`config.mk`:
```
export PLATFORM = sky130hd
export DESIGN_NAME = vgpr_wfid_done_queue_flat
export DESIGN_NICKNAME = d
export VERILOG_FILES = /design/src/rtl/vgpr_wfid_done_queue_if.sv /design/src/rtl/vgpr_wfid_done_queue.sv /design/src/flat_wrapper.sv
export SDC_FILE = /design/constraint.sdc
export NUM_CORES = 1
export LEC_CHECK = 0
export CORE_MARGIN = 4
export CORE_UTILIZATION = 35
export CTS_CLUSTER_SIZE = 14
export DETAILED_ROUTE_END_ITERATION = 12
export GPL_ROUTABILITY_DRIVEN = 0
export PLACE_DENSITY_LB_ADDON = 0.1
export SYNTH_ARGS = -nofsm -noshare
export SYNTH_HDL_FRONTEND = slang
export SYNTH_SLANG_ARGS = --single-unit
```
`constraint.sdc`:
```
create_clock -name clk -period 10.8 [get_ports clk]
set_clock_uncertainty 0.1 [all_clocks]
set_input_delay 2.7 -clock clk [delete_from_list [all_inputs] [get_ports clk]]
set_output_delay 2.7 -clock clk [all_outputs]
set_load 0.005 [all_outputs]
```
`src/rtl/vgpr_wfid_done_queue_if.sv`:
```
// Completion capture / done-stream interface between the write-port selector,
// the done queue and the issue/scoreboard consumer.
interface vgpr_wfid_done_queue_if;
    logic [15:0] wr_port_select;
    logic [5:0]  muxed_wfid;
    logic        muxed_wfid_done;
    logic        done_ready;
    logic        done_valid;
    logic [5:0]  done_wfid;
    logic [2:0]  done_port;

    modport master (
        output wr_port_select, muxed_wfid, muxed_wfid_done, done_ready,
        input  done_valid, done_wfid, done_port
    );

    modport slave (
        input  wr_port_select, muxed_wfid, muxed_wfid_done, done_ready,
        output done_valid, done_wfid, done_port
    );
endinterface

```
`src/rtl/vgpr_wfid_done_queue.sv`:
```
// Buffers VGPR write-port completions (wfid + port index) for the scoreboard.
// Optional retire/drop counters are enabled by defining VGPR_DONE_PERF_CNT_EN.
module vgpr_wfid_done_queue #(
    parameter int DEPTH = 8,
    parameter int CNT_W = $clog2(DEPTH) + 1
) (
    input  logic                     clk,
    input  logic                     rst,
    vgpr_wfid_done_queue_if.slave    bus,
    input  logic                     err_clear,
    output logic [CNT_W-1:0]         fifo_count,
    output logic                     fifo_full,
    output logic                     overflow_err,
    output logic                     sel_error
`ifdef VGPR_DONE_PERF_CNT_EN
    ,
    output logic [31:0]              retire_cnt,
    output logic [15:0]              drop_cnt
`endif
);

    localparam int PTR_W = $clog2(DEPTH);

    logic [8:0]       r_mem [DEPTH];
    logic [PTR_W-1:0] r_wr_ptr;
    logic [PTR_W-1:0] r_rd_ptr;
    logic [CNT_W-1:0] r_count;
    logic             r_overflow_err;
    logic             r_sel_error;

    logic [7:0]       w_low;
    logic             w_hi_zero;
    logic             w_onehot;
    logic             w_push_req;
    logic             w_sel_bad;
    logic [2:0]       w_port_idx;
    logic             w_valid;
    logic             w_full;
    logic             w_pop;
    logic             w_push;
    logic             w_drop;
    logic [8:0]       w_head;

    assign w_low      = bus.wr_port_select[7:0];
    assign w_hi_zero  = (bus.wr_port_select[15:8] == 8'h00);
    assign w_onehot   = (w_low != 8'h00) && ((w_low & (w_low - 8'd1)) == 8'h00);
    assign w_push_req = bus.muxed_wfid_done && w_hi_zero && w_onehot;
    // An all-zero select with done is treated as "no port", not an error.
    assign w_sel_bad  = bus.muxed_wfid_done && (bus.wr_port_select != 16'h0000)
                        && !(w_hi_zero && w_onehot);

    always_comb begin
        w_port_idx = 3'd0;
        for (int i = 0; i < 8; i++) begin
            if (w_low[i]) w_port_idx = 3'(i);
        end
    end

    assign w_valid = (r_count != '0);
    assign w_full  = (r_count == CNT_W'(DEPTH));
    assign w_pop   = w_valid && bus.done_ready;
    // A full queue still accepts a push when the head leaves in the same cycle.
    assign w_push  = w_push_req && (!w_full || w_pop);
    assign w_drop  = w_push_req && w_full && !w_pop;
    assign w_head  = r_mem[r_rd_ptr];

    assign bus.done_valid = w_valid;
    assign bus.done_wfid  = w_valid ? w_head[8:3] : 6'd0;
    assign bus.done_port  = w_valid ? w_head[2:0] : 3'd0;
    assign fifo_count     = r_count;
    assign fifo_full      = w_full;
    assign overflow_err   = r_overflow_err;
    assign sel_error      = r_sel_error;

    always_ff @(posedge clk) begin
        if (w_push) r_mem[r_wr_ptr] <= {bus.muxed_wfid, w_port_idx};
    end

    always_ff @(posedge clk) begin
        if (rst) begin
            r_wr_ptr       <= '0;
            r_rd_ptr       <= '0;
            r_count        <= '0;
            r_overflow_err <= 1'b0;
            r_sel_error    <= 1'b0;
        end else begin
            if (w_push) r_wr_ptr <= r_wr_ptr + PTR_W'(1);
            if (w_pop)  r_rd_ptr <= r_rd_ptr + PTR_W'(1);
            case ({w_push, w_pop})
                2'b10:   r_count <= r_count + CNT_W'(1);
                2'b01:   r_count <= r_count - CNT_W'(1);
                default: r_count <= r_count;
            endcase
            r_overflow_err <= (r_overflow_err && !err_clear) || w_drop;
            r_sel_error    <= (r_sel_error && !err_clear) || w_sel_bad;
        end
    end

`ifdef VGPR_DONE_PERF_CNT_EN
    logic [31:0] r_retire_cnt;
    logic [15:0] r_drop_cnt;

    always_ff @(posedge clk) begin
        if (rst) begin
            r_retire_cnt <= 32'd0;
            r_drop_cnt   <= 16'd0;
        end else begin
            if (w_pop) r_retire_cnt <= r_retire_cnt + 32'd1;
            if (w_drop && (r_drop_cnt != 16'hFFFF)) r_drop_cnt <= r_drop_cnt + 16'd1;
        end
    end

    assign retire_cnt = r_retire_cnt;
    assign drop_cnt   = r_drop_cnt;
`endif

endmodule

```
`src/flat_wrapper.sv`:
```
// flat-port wrapper written by rule: the top's interface ports become plain ports
module vgpr_wfid_done_queue_flat 
#(
    parameter int DEPTH = 8,
    parameter int CNT_W = $clog2(DEPTH) + 1
)
  (clk, rst, err_clear, fifo_count, fifo_full, overflow_err, sel_error, bus_wr_port_select, bus_muxed_wfid, bus_muxed_wfid_done, bus_done_ready, bus_done_valid, bus_done_wfid, bus_done_port);
  vgpr_wfid_done_queue_if bus_i ();
  input  logic clk;
  input  logic rst;
  input  logic err_clear;
  output logic [CNT_W-1:0] fifo_count;
  output logic fifo_full;
  output logic overflow_err;
  output logic sel_error;
  input wire logic [$bits(bus_i.wr_port_select)-1:0] bus_wr_port_select;
  input wire logic [$bits(bus_i.muxed_wfid)-1:0] bus_muxed_wfid;
  input wire logic [$bits(bus_i.muxed_wfid_done)-1:0] bus_muxed_wfid_done;
  input wire logic [$bits(bus_i.done_ready)-1:0] bus_done_ready;
  output wire logic [$bits(bus_i.done_valid)-1:0] bus_done_valid;
  output wire logic [$bits(bus_i.done_wfid)-1:0] bus_done_wfid;
  output wire logic [$bits(bus_i.done_port)-1:0] bus_done_port;
  assign bus_i.wr_port_select = bus_wr_port_select;
  assign bus_i.muxed_wfid = bus_muxed_wfid;
  assign bus_i.muxed_wfid_done = bus_muxed_wfid_done;
  assign bus_i.done_ready = bus_done_ready;
  assign bus_done_valid = bus_i.done_valid;
  assign bus_done_wfid = bus_i.done_wfid;
  assign bus_done_port = bus_i.done_port;
  vgpr_wfid_done_queue #(.DEPTH(DEPTH), .CNT_W(CNT_W)) u_core (.clk(clk), .rst(rst), .bus(bus_i), .err_clear(err_clear), .fifo_count(fifo_count), .fifo_full(fifo_full), .overflow_err(overflow_err), .sel_error(sel_error));
endmodule
```
Word-level counts from Yosys, hierarchy flattened
Memories as Yosys holds them, arrays and structs flattened. A register that Yosys moved wholly into a read port is not among the register bits.
Cells that the tools add are included.
{"block": "word_totals", "mem_count": 1, "ram_bits": 72, "output_inout_bits": 17, "word_cells": 54, "register_bits": 12, "in_bits": 27}
{"block": "op_classes", "n_bitwise": 1, "n_eq_ne": 3, "reduce_logical": 25, "mux": 14, "addsub": 5}
{"memory": "u_core.r_mem", "words": 8, "width": 9, "read_ports": 1, "rd_ports_with_merged_regs": 1, "wr": 1, "line": "vgpr_wfid_done_queue.sv:24", "source": "logic [8:0] r_mem [DEPTH];"}
{"op": "$mux 3", "count": 7}
{"op": "$logic_not 8->1", "count": 2}
{"op": "$reduce_bool 16->1", "count": 1}
{"op": "$logic_and 1x1->1", "count": 12}
{"op": "$and 8x8->8", "count": 1}
{"op": "$pmux 4 s2", "count": 1}
{"op": "$reduce_bool 8->1", "count": 1}
{"op": "$sub 8x1->8 const B", "count": 1}
{"op": "$add 3x1->3 const B", "count": 2}
{"op": "$mux 6", "count": 1}
{"op": "$add 4x1->4 const B", "count": 1}
{"op": "$eq 4x4->1 const B", "count": 1}
{"op": "$logic_not 1->1", "count": 4}
{"op": "$mux 2", "count": 2}
{"op": "$reduce_bool 4->1", "count": 1}
{"op": "$sub 4x1->4 const B", "count": 1}
{"op": "$logic_or 1x1->1", "count": 3}
{"op": "$mux 1", "count": 3}
{"op": "$eq 2x1->1 const B", "count": 1}
{"op": "$eq 2x2->1 const B", "count": 1}
{"op": "$reduce_bool 2->1", "count": 1}

Logic depth before layout (Yosys ltp)
Gate-level depths: netlist of run 1.
{"block": "depth", "word_depth": 8, "depth_mapped": 11, "depth_no_buf": 10}

Least setup slack after synthesis of run 1
Ideal clock, no wire load.
{"block": "synth_path", "path_kind": "input port to flip-flop", "from": "in bus_wr_port_select[1]", "to": "reg u_core.r_count[3] (netlist: u_core.fifo_count[3])", "path_slack_ns": 5.147, "n_path_buf": 1, "t_arrival_ns": 5.432, "stages": 11, "required_ns": 10.579, "cell_sequence": "or4_1 clkbuf_1 o31ai_1 nand4_1 o21ai_0 inv_1 ha_1 a21o_1 a21oi_1 mux2_2 mux2_4"}
{"block": "synth_between", "elab_chain_cells": 8, "elab_cells_between_ends": 11, "classes_between": "1 x add/sub; 2 x eq/ne; 1 x mux; 1 x bitwise; 6 x reduce/logical"}
{"element": "start: declaration", "line": "flat_wrapper.sv:16", "source": "input wire logic [$bits(bus_i.wr_port_select)-1:0] bus_wr_port_select;"}
{"element": "$sub 8x1->8", "line": "vgpr_wfid_done_queue.sv:46", "source": "assign w_onehot = (w_low != 8'h00) && ((w_low & (w_low - 8'd1)) == 8'h00);"}
{"element": "$and 8x8->8", "line": "vgpr_wfid_done_queue.sv:46"}
{"element": "$logic_not 8->1", "line": "vgpr_wfid_done_queue.sv:46"}
{"element": "$logic_and 1x1->1 (*)", "line": "vgpr_wfid_done_queue.sv:46"}
{"element": "$logic_and 1x1->1 (*)", "line": "vgpr_wfid_done_queue.sv:47", "source": "assign w_push_req = bus.muxed_wfid_done && w_hi_zero && w_onehot;"}
{"element": "$logic_and 1x1->1 (*)", "line": "vgpr_wfid_done_queue.sv:63", "source": "assign w_push = w_push_req && (!w_full || w_pop);"}
{"element": "$eq 2x1->1 / $eq 2x2->1 (equally long branches)", "line": "vgpr_wfid_done_queue.sv:89", "source": "case ({w_push, w_pop})"}
{"element": "$pmux 4 s2 / $reduce_bool 2->1 (equally long branches)"}
{"element": "end signal: assignment", "line": "vgpr_wfid_done_queue.sv:90", "source": "2'b10: r_count <= r_count + CNT_W'(1);"}
{"element": "end signal: assignment", "line": "vgpr_wfid_done_queue.sv:91", "source": "2'b01: r_count <= r_count - CNT_W'(1);"}
{"element": "end signal: assignment", "line": "vgpr_wfid_done_queue.sv:92", "source": "default: r_count <= r_count;"}
{"element": "end: declaration", "line": "vgpr_wfid_done_queue.sv:27", "source": "logic [CNT_W-1:0] r_count;"}
Every way passes the cells marked *; elsewhere a longest branch is shown, timed or not.
A chain may end at the register's enable or synchronous reset.

Final worst setup path of run 1
Ends and elaborated chain as after synthesis.

==> impl_metrics.env, run 1 <==
export IMPL_cts_tree="yes"
export IMPL_io_pins=44
export IMPL_clock_sinks=87
export IMPL_dpl_hpwl_um=4970
export IMPL_yosysWarnings=0
export IMPL_initial_core_util_pct=36.2
export IMPL_drive_gt1_share_pct=14.4
export IMPL_worstPathRequired_ps=10950
export IMPL_place_area_mm2=0.00436
export IMPL_hold_start="u_core.sel_error"
export IMPL_syn_inst=253
export IMPL_instances_no_fill=442
export IMPL_die_area_mm2=0.0124
export IMPL_cellPowerDensity_mw_per_mm2=133
export IMPL_post_cts_resized=0
export IMPL_holdWs_ps=379
export IMPL_clock_latency_ps=350
export IMPL_synth_area_top_cells="edfxtp_1 (58%), mux4_2 (11%), dfxtp_1 (8.0%)"
export IMPL_worst_setup_path_start_kind="primary input"
export IMPL_grt_total_usage_pct=13.2
export IMPL_rsz0062_at_grt="no"
export IMPL_nets=333
export IMPL_p_int_uw=481
export IMPL_finalInstanceArea_mm2=0.00454
export IMPL_max_freq_mhz=166
export IMPL_crit_chain="clkdlybuf4s50_1 -> or4_1 -> o31ai_1 -> nand4_1 -> o21ai_0 -> inv_1 -> ha_1 -> a21o_1 -> a21oi_1 -> mux2_2 -> mux2_4"
export IMPL_ys_ff_latch=87
export IMPL_antenna_left=0
export IMPL_overflow=0
export IMPL_drtPass1Iterations=4
export IMPL_finalSetupViolCount=0
export IMPL_numCtsBuffers=9
export IMPL_diodes=0
export IMPL_combPwrFrac_pct=4.3
export IMPL_cp_arrival_ps=6180
export IMPL_p_clk_share_pct=35.5
export IMPL_core_mm2=0.0104
export IMPL_detail_route_vias_per_cell=4.95
export IMPL_vias=2188
export IMPL_hold_class="reg -> reg"
export IMPL_finalWorstSetupSlack_ps=4760
export IMPL_cp_max_fo=6
export IMPL_critPathMaxStageDelay_ps=640
export IMPL_final_period_utilization_pct=55.9
export IMPL_die_h_um=112
export IMPL_port_buffers=43
export IMPL_htree_levels=3
export IMPL_drv_cap=0
export IMPL_hold_viol=0
export IMPL_clock_root_buffer="clkbuf_8"
export IMPL_status="finished clean"
export IMPL_seq_power_share_pct=60.2
export IMPL_max_slew_margin_pct=25.6
export IMPL_setup_tns_ps=0
export IMPL_first_iter_violations=104
export IMPL_clk_path_buf_depth=2
export IMPL_finalPower_uw=603
export IMPL_synth_fp_nets=285
export IMPL_avgRoutedWirePerCell_um=17.3
export IMPL_antenna_found_initial=0
export IMPL_power_leakage_nw=1.44
export IMPL_syn_cell_area_mm2=0.00375
export IMPL_synth_edf_count=72
export IMPL_cts_hold_buffers_added=0
export IMPL_synth_distinct_cells=41
export IMPL_wl_um=7630
export IMPL_cts_setup_buffers=0
export IMPL_drc=0
export IMPL_grt_pass1_wl_um=12600
export IMPL_p_switching_uw=122
export IMPL_fin_crit_ps=6040
export IMPL_rows=37
export IMPL_ys_async_sr_fraction_pct=0
export IMPL_final_common_cell="edfxtp_1"
export IMPL_worstMarginPinSlew_ps=1110
export IMPL_synth_yosys_seq_area_share_pct=65.6
export IMPL_slew_violations=0
export IMPL_vdd_drop_max_mv=0.0438
export IMPL_yosysTopAreaCell="edfxtp_1"
export IMPL_regToRegStartpoint="u_core.fifo_count[0]"
export IMPL_slowest_stage="or4_1"
export IMPL_worstSetupStartpoint="bus_wr_port_select[1]"
export IMPL_area_delta_synth_final_pct=21.0
export IMPL_crit_type="in -> reg"
export IMPL_synthFlopType="edfxtp_1"
export IMPL_grt_max_degree=23
export IMPL_clkSlewWorstSetupHoldPaths_ps=80
export IMPL_swShare_pct=20.2
export IMPL_layout_common_cells="edfxtp_1 (72), clkdlybuf4s50_1 (43), nor2_1 (30), mux4_2 (18), dfxtp_1 (15)"
export IMPL_pre_cts_ws_ps=4420
export IMPL_fin_util_pct=43.8
export IMPL_critPathCaptureType="register"
export IMPL_dp_cells=426
export IMPL_die_x_um=112
export IMPL_synth_top_area_share_pct=57.6
export IMPL_postSynthAreaPerCell_um2=14.8
export IMPL_grt_pass1_vias=2378
[sequential cells by signal (all words and copies together) (netlist names), named ones only]
register,cells
u_core.sel_error,1
u_core.r_wr_ptr,3
u_core.overflow_err,1
u_core.r_mem,72
u_core.fifo_count,4
u_core.r_rd_ptr,3
[metal layers]
layer  wire length (um)  global-route usage (%)  vias up
li1                   -                       -     1066
met1               3580                    17.6     1061
met2               3590                    21.4       48
met3                288                    2.12       13
met4                166                    6.08        0
met5                  0                       0        -
[critical path, delay by kind of cell]
family	cells	cell delay (ps)
adder cells (fa/ha/maj)	1	300
multiplexers	2	660
buffers and inverters	2	570
AO/OA/AOI/OAI	4	1060
AND/OR/NAND/NOR	2	900
[worst paths after layout]
path,slack [ps],cells past startpoint,endpoint
setup / recovery,4760,11,u_core.fifo_count[3]
hold / removal,380,2,u_core.sel_error
setup reg to reg,7600,10,u_core.fifo_count[3]
hold reg to reg,380,2,u_core.sel_error
[logic make-up (layout without fill, tap and decap cells)]
family                     after synthesis  in the layout  synth area share, %
AOI/OAI and AO/OA                       20             20                 3.33
and+or+nand+nor                         88             88                 11.9
buffers and inverters                   17             70                 1.70
muxes                                   32             32                 14.7
xor gates and xnor gates                 4              4                0.933
adders and majority gates                5              5                 1.87
DFF                                     87             87                 65.6
[layout make-up]
| type | instances | area (um2) |
|---|---|---|
| clock buffer | 11 | 131 |
| clock inverter | 5 | 48.8 |
| fill | 971 | 5830 |
| inverter | 6 | 22.5 |
| multi-input combinational | 149 | 1240 |
| sequential | 87 | 2460 |
| tap | 136 | 170 |
| timing repair buffer | 48 | 468 |
[synthesized netlist by cell type (all sizes together), types with 3 or more instances]
library cell,n
mux4,18
buf,4
edfxtp,72
nor4,3
dfxtp,15
or4,4
nand3,3
nand2,13
inv,6
ha,4
nor3b,3
nand2b,5
a21oi,7
o21ai,5
nor2,30
clkbuf,7
mux2i,12
nor3,15
[power by group through the flow]
stage / sequential (mW) / clock [mW] / combinational (mW)
2_1_floorplan: 0.370 / 0 / 0.00873
3_3_place_gp: 0.371 / 0 / 0.0257
3_5_place_dp: 0.371 / 0 / 0.0260
4_1_cts: 0.363 / 0.222 / 0.0261
5_1_grt: 0.363 / 0.236 / 0.0287
6_report: 0.363 / 0.214 / 0.0258
No activity file was read; power rests on OpenSTA's default activity.
==> inputs of run 2 (changes only) <==
Clock period 10.8 ns to 5.65 ns, I/O delays scaled along.
==> impl_metrics.env, run 2 (synthesized netlist as in run 1, its figures left out) <==
export IMPL_status="finished clean"
export IMPL_post_cts_resized=0
export IMPL_p_switching_uw=247
export IMPL_regToRegStartpoint="u_core.fifo_count[0]"
export IMPL_overflow=0
export IMPL_rows=37
export IMPL_worstSetupStartpoint="bus_wr_port_select[1]"
export IMPL_io_pins=44
export IMPL_drtPass1Iterations=4
export IMPL_critPathMaxStageDelay_ps=650
export IMPL_top_register="u_core.r_mem"
export IMPL_grt_total_usage_pct=12.7
export IMPL_final_common_cell="edfxtp_1"
export IMPL_crit_chain="clkdlybuf4s50_1 -> or4_1 -> o31ai_1 -> nand4_1 -> o21ai_0 -> inv_1 -> ha_1 -> a21o_1 -> a21oi_1 -> mux2_2 -> mux2_4"
export IMPL_grt_max_degree=23
export IMPL_vias=2259
export IMPL_pre_cts_ws_ps=592
export IMPL_worst_setup_path_start_kind="primary input"
export IMPL_hold_class="reg -> reg"
export IMPL_slew_violations=0
export IMPL_cellPowerDensity_mw_per_mm2=261
export IMPL_antenna_left=0
export IMPL_holdWs_ps=379
export IMPL_critPathCaptureType="register"
export IMPL_port_buffers=43
export IMPL_max_freq_mhz=213
export IMPL_dpl_hpwl_um=5130
export IMPL_htree_levels=3
export IMPL_numCtsBuffers=9
export IMPL_slowest_stage="or4_1"
export IMPL_clock_sinks=87
export IMPL_clk_path_buf_depth=2
export IMPL_crit_type="in -> reg"
export IMPL_vdd_drop_max_mv=0.141
export IMPL_cts_tree="yes"
export IMPL_die_x_um=112
export IMPL_diodes=0
export IMPL_reg2reg_depth=9
export IMPL_avgRoutedWirePerCell_um=17.2
export IMPL_wl_um=7750
export IMPL_cp_top_family="compound AO/OA/AOI/OAI gates"
export IMPL_worstPathRequired_ps=5790
export IMPL_cp_arrival_ps=4840
export IMPL_fin_util_pct=44.9
export IMPL_cp_depth=11
export IMPL_nets=342
export IMPL_critical_path_endpoint="u_core.fifo_count[3]"
export IMPL_grt_pass1_wl_um=12300
export IMPL_drc=0
export IMPL_antenna_found_initial=0
export IMPL_drive_gt1_share_pct=17.1
export IMPL_cts_setup_buffers=0
export IMPL_largest_reg_flops=72
export IMPL_p_clk_share_pct=38.9
export IMPL_die_h_um=112
export IMPL_die_area_mm2=0.0124
export IMPL_layout_common_cells="edfxtp_1 (72), clkdlybuf4s50_1 (43), nor2_1 (30), mux4_2 (18), dfxtp_1 (15)"
export IMPL_rsz0062_at_grt="no"
export IMPL_detail_route_vias_per_cell=5.01
export IMPL_max_slew_margin_pct=34.6
export IMPL_seq_power_share_pct=57.0
export IMPL_r2r_slack_ps=2470
export IMPL_finalWorstSetupSlack_ps=946
export IMPL_clock_latency_ps=340
export IMPL_core_mm2=0.0104
export IMPL_swShare_pct=20.3
export IMPL_combPwrFrac_pct=4.1
export IMPL_fin_crit_ps=4700
export IMPL_clkSlewWorstSetupHoldPaths_ps=90
export IMPL_final_period_utilization_pct=83.3
export IMPL_clock_root_buffer="clkbuf_8"
export IMPL_drv_cap=0
export IMPL_worstMarginPinSlew_ps=980
export IMPL_setup_tns_ps=0
export IMPL_hold_start="u_core.sel_error"
export IMPL_grt_pass1_vias=2285
export IMPL_crit_buf_inv=2
export IMPL_r2r_end="u_core.fifo_count[3]"
export IMPL_finalSetupViolCount=0
export IMPL_cts_hold_buffers_added=0
export IMPL_cp_max_fo=6
export IMPL_power_leakage_nw=1.50
export IMPL_area_delta_synth_final_pct=23.9
export IMPL_initial_core_util_pct=36.2
export IMPL_first_iter_violations=109
export IMPL_p_int_uw=969
export IMPL_hold_viol=0
run 2: worst register-to-register path, stage by stage, from the launching register on:
cell,delay (ps)
dfxtp_1,390
nor4_4,860
nor2b_1,130
o21ai_0,200
inv_1,120
ha_1,290
a21o_1,180
a21oi_1,150
mux2_2,360
mux2_4,290
run 2: layout make-up:
class / instances / area [um2]
Fill cell: 983 / 5720
Sequential cell: 87 / 2460
Multi-Input combinational cell: 149 / 1240
Timing Repair Buffer: 57 / 536
Tap cell: 136 / 170
Clock buffer: 9 / 124
Clock inverter: 7 / 93.8
Inverter: 6 / 22.5
run 2: worst min-delay path by stage:
stage / endpoint / cells past startpoint / slack, ps
after floorplan: register / 2 / 350
after global placement: u_core.r_rd_ptr[1] / 2 / 360
after detailed placement: u_core.sel_error / 2 / 370
after CTS: u_core.sel_error / 2 / 380
after global routing: u_core.r_rd_ptr[1] / 2 / 430
final: u_core.sel_error / 2 / 380
run 2: power groups by stage:
stage          Clock [mW]  Combinational (mW)  Sequential [mW]
2_1_floorplan           0              0.0167            0.708
3_3_place_gp            0              0.0493            0.708
3_5_place_dp            0              0.0499            0.708
6_report            0.473              0.0496            0.694
5_1_grt             0.512              0.0544            0.694
4_1_cts             0.486              0.0503            0.694
run 2: through the flow:
| stage | instances | cell area (um2) | power, mW |
|---|---|---|---|
| after floorplan | 253 | 3750 | 0.725 |
| after global placement | 435 | 4430 | 0.758 |
| after detailed placement | 435 | 4430 | 0.758 |
| after CTS | 451 | 4650 | 1.23 |
| after global routing | 451 | 4650 | 1.26 |
| final | 451 | 4650 | 1.22 |
run 2: routing by layer:
metal  global-route usage, %  part of all wire, %  vias to the layer above
met5                       0                    0                        -
met4                    3.41                 0.93                        0
met3                    3.32                  2.9                        4
met2                    21.1                   50                       38
met1                    16.7                   46                     1127
li1                        -                    -                     1090
==> inputs of run 3 (changes only) <==
Clock period 5.65 ns to 4.74 ns, I/O delays scaled along.
==> impl_metrics.env, run 3 (synthesized netlist as in run 1, its figures left out) <==
export IMPL_status="finished clean"
export IMPL_post_cts_resized=0
export IMPL_die_x_um=112
export IMPL_multiInputGateArea_mm2=0.00123
export IMPL_top_register="u_core.r_mem"
export IMPL_layout_common_cells="edfxtp_1 (72), clkdlybuf4s50_1 (43), nor2_1 (30), buf_4 (21), mux4_2 (18)"
export IMPL_io_pins=44
export IMPL_initial_core_util_pct=36.2
export IMPL_cts_tree="yes"
export IMPL_avgRoutedWirePerCell_um=17.1
export IMPL_clkSlewWorstSetupHoldPaths_ps=90
export IMPL_hold_start="u_core.sel_error"
export IMPL_fin_crit_ps=4120
export IMPL_fill_cells=974
export IMPL_seq_area_mm2=0.00246
export IMPL_min_to="u_core.sel_error"
export IMPL_clock_latency_ps=360
export IMPL_clk_path_buf_depth=2
export IMPL_cp_max_fo=6
export IMPL_reg2reg_depth=10
export IMPL_final_period_utilization_pct=86.9
export IMPL_nets=349
export IMPL_antenna_left=0
export IMPL_grt_max_degree=23
export IMPL_power_leakage_nw=1.53
export IMPL_hold_class="reg -> reg"
export IMPL_worstPathRequired_ps=4890
export IMPL_grt_total_usage_pct=13.1
export IMPL_r2r_slack_ps=2140
export IMPL_hold_viol=0
export IMPL_core_mm2=0.0104
export IMPL_critPathCaptureType="register"
export IMPL_numCtsBuffers=9
export IMPL_cellPowerDensity_mw_per_mm2=303
export IMPL_detail_route_vias_per_cell=5.03
export IMPL_fin_util_pct=45.1
export IMPL_holdWs_ps=382
export IMPL_vdd_drop_max_mv=0.104
export IMPL_die_h_um=112
export IMPL_drtPass1Iterations=4
export IMPL_max_freq_mhz=243
export IMPL_rsz0062_at_grt="no"
export IMPL_drive_gt1_share_pct=18.6
export IMPL_htree_levels=3
export IMPL_r2r_end="u_core.fifo_count[3]"
export IMPL_clock_sinks=87
export IMPL_dp_cells=442
export IMPL_overflow=0
export IMPL_cts_hold_buffers_added=0
export IMPL_first_iter_violations=87
export IMPL_wl_um=7830
export IMPL_diodes=0
export IMPL_instances_no_fill=458
export IMPL_drv_cap=0
export IMPL_die_area_mm2=0.0124
export IMPL_regToRegStartpoint="u_core.fifo_count[0]"
export IMPL_grt_pass1_vias=2280
export IMPL_cp_arrival_ps=4270
export IMPL_finalInstanceArea_mm2=0.00468
export IMPL_setup_tns_ps=0
export IMPL_antenna_found_initial=0
export IMPL_clock_root_buffer="clkbuf_8"
export IMPL_worst_setup_path_start_kind="primary input"
export IMPL_min_path_cells=2
export IMPL_crit_type="in -> reg"
export IMPL_finalSetupViolCount=0
export IMPL_area_delta_synth_final_pct=24.6
export IMPL_grt_pass1_wl_um=12400
export IMPL_drc=0
export IMPL_final_common_cell="edfxtp_1"
export IMPL_slew_violations=0
export IMPL_vias=2306
export IMPL_dpl_hpwl_um=5420
export IMPL_place_area_mm2=0.00448
export IMPL_port_buffers=43
export IMPL_largest_reg_flops=72
export IMPL_max_slew_margin_pct=47.4
export IMPL_worstMarginPinSlew_ps=786
export IMPL_rows=37
export IMPL_cts_setup_buffers=0
[run 3: cell types whose count changed in the layout (fill, tap and decap cells not counted), moves of 2 or more]
cell / change
buf_4: +7
clkbuf_1: +2
clkinv_2: +2
inv_6: -2
[run 3: layout make-up]
class / count / share of cell area [%]
repair buffers: 64 / 12.6
multi-input cells: 149 / 26.4
well taps: 136 / 3.64
clock buffers: 12 / 3.34
clock inverters: 4 / 0.963
inverters: 6 / 0.481
flip-flops and latches: 87 / 52.6
[run 3: worst max path at each step]
stage	start	end	slack, ps	cells after the start
global route	bus_wr_port_select[1]	u_core.fifo_count[3]	400	11
floorplan	bus_wr_port_select[1]	u_core.fifo_count[3]	600	11
global placement	bus_wr_port_select[1]	u_core.fifo_count[3]	230	11
finish	bus_wr_port_select[1]	u_core.fifo_count[3]	620	11
detailed placement	bus_wr_port_select[1]	u_core.fifo_count[3]	220	11
CTS	bus_wr_port_select[1]	u_core.fifo_count[3]	610	11
[run 3: report_power, final]
group	internal [mW]	leakage (nW)	switching, mW	total (mW)
registers	0.826	0.791	0.00104	0.827
logic	0.0310	0.631	0.0282	0.0592
clock network	0.274	0.105	0.256	0.530
[run 3: stage by stage]
stage	setup slack [ps]	power, mW
finish	623	1.42
global route	396	1.47
CTS	613	1.43
detailed placement	222	0.904
global placement	225	0.903
floorplan	602	0.864
[run 3: layer usage]
metal	vias to the layer above	GRT usage, %	share of wire [%]
li1	1104	-	-
met4	0	4.06	1.4
met1	1133	16.3	43
met5	-	0	0
met3	12	4.02	5.2
met2	57	22.0	50
[run 3: critical path, stage by stage]
cell and delay (ps):
clkdlybuf4s50_1 450, or4_1 640, o31ai_1 300, nand4_1 150
o21ai_0 220, inv_1 90, ha_1 280, a21o_1 170
a21oi_1 140, mux2_2 350, mux2_4 290
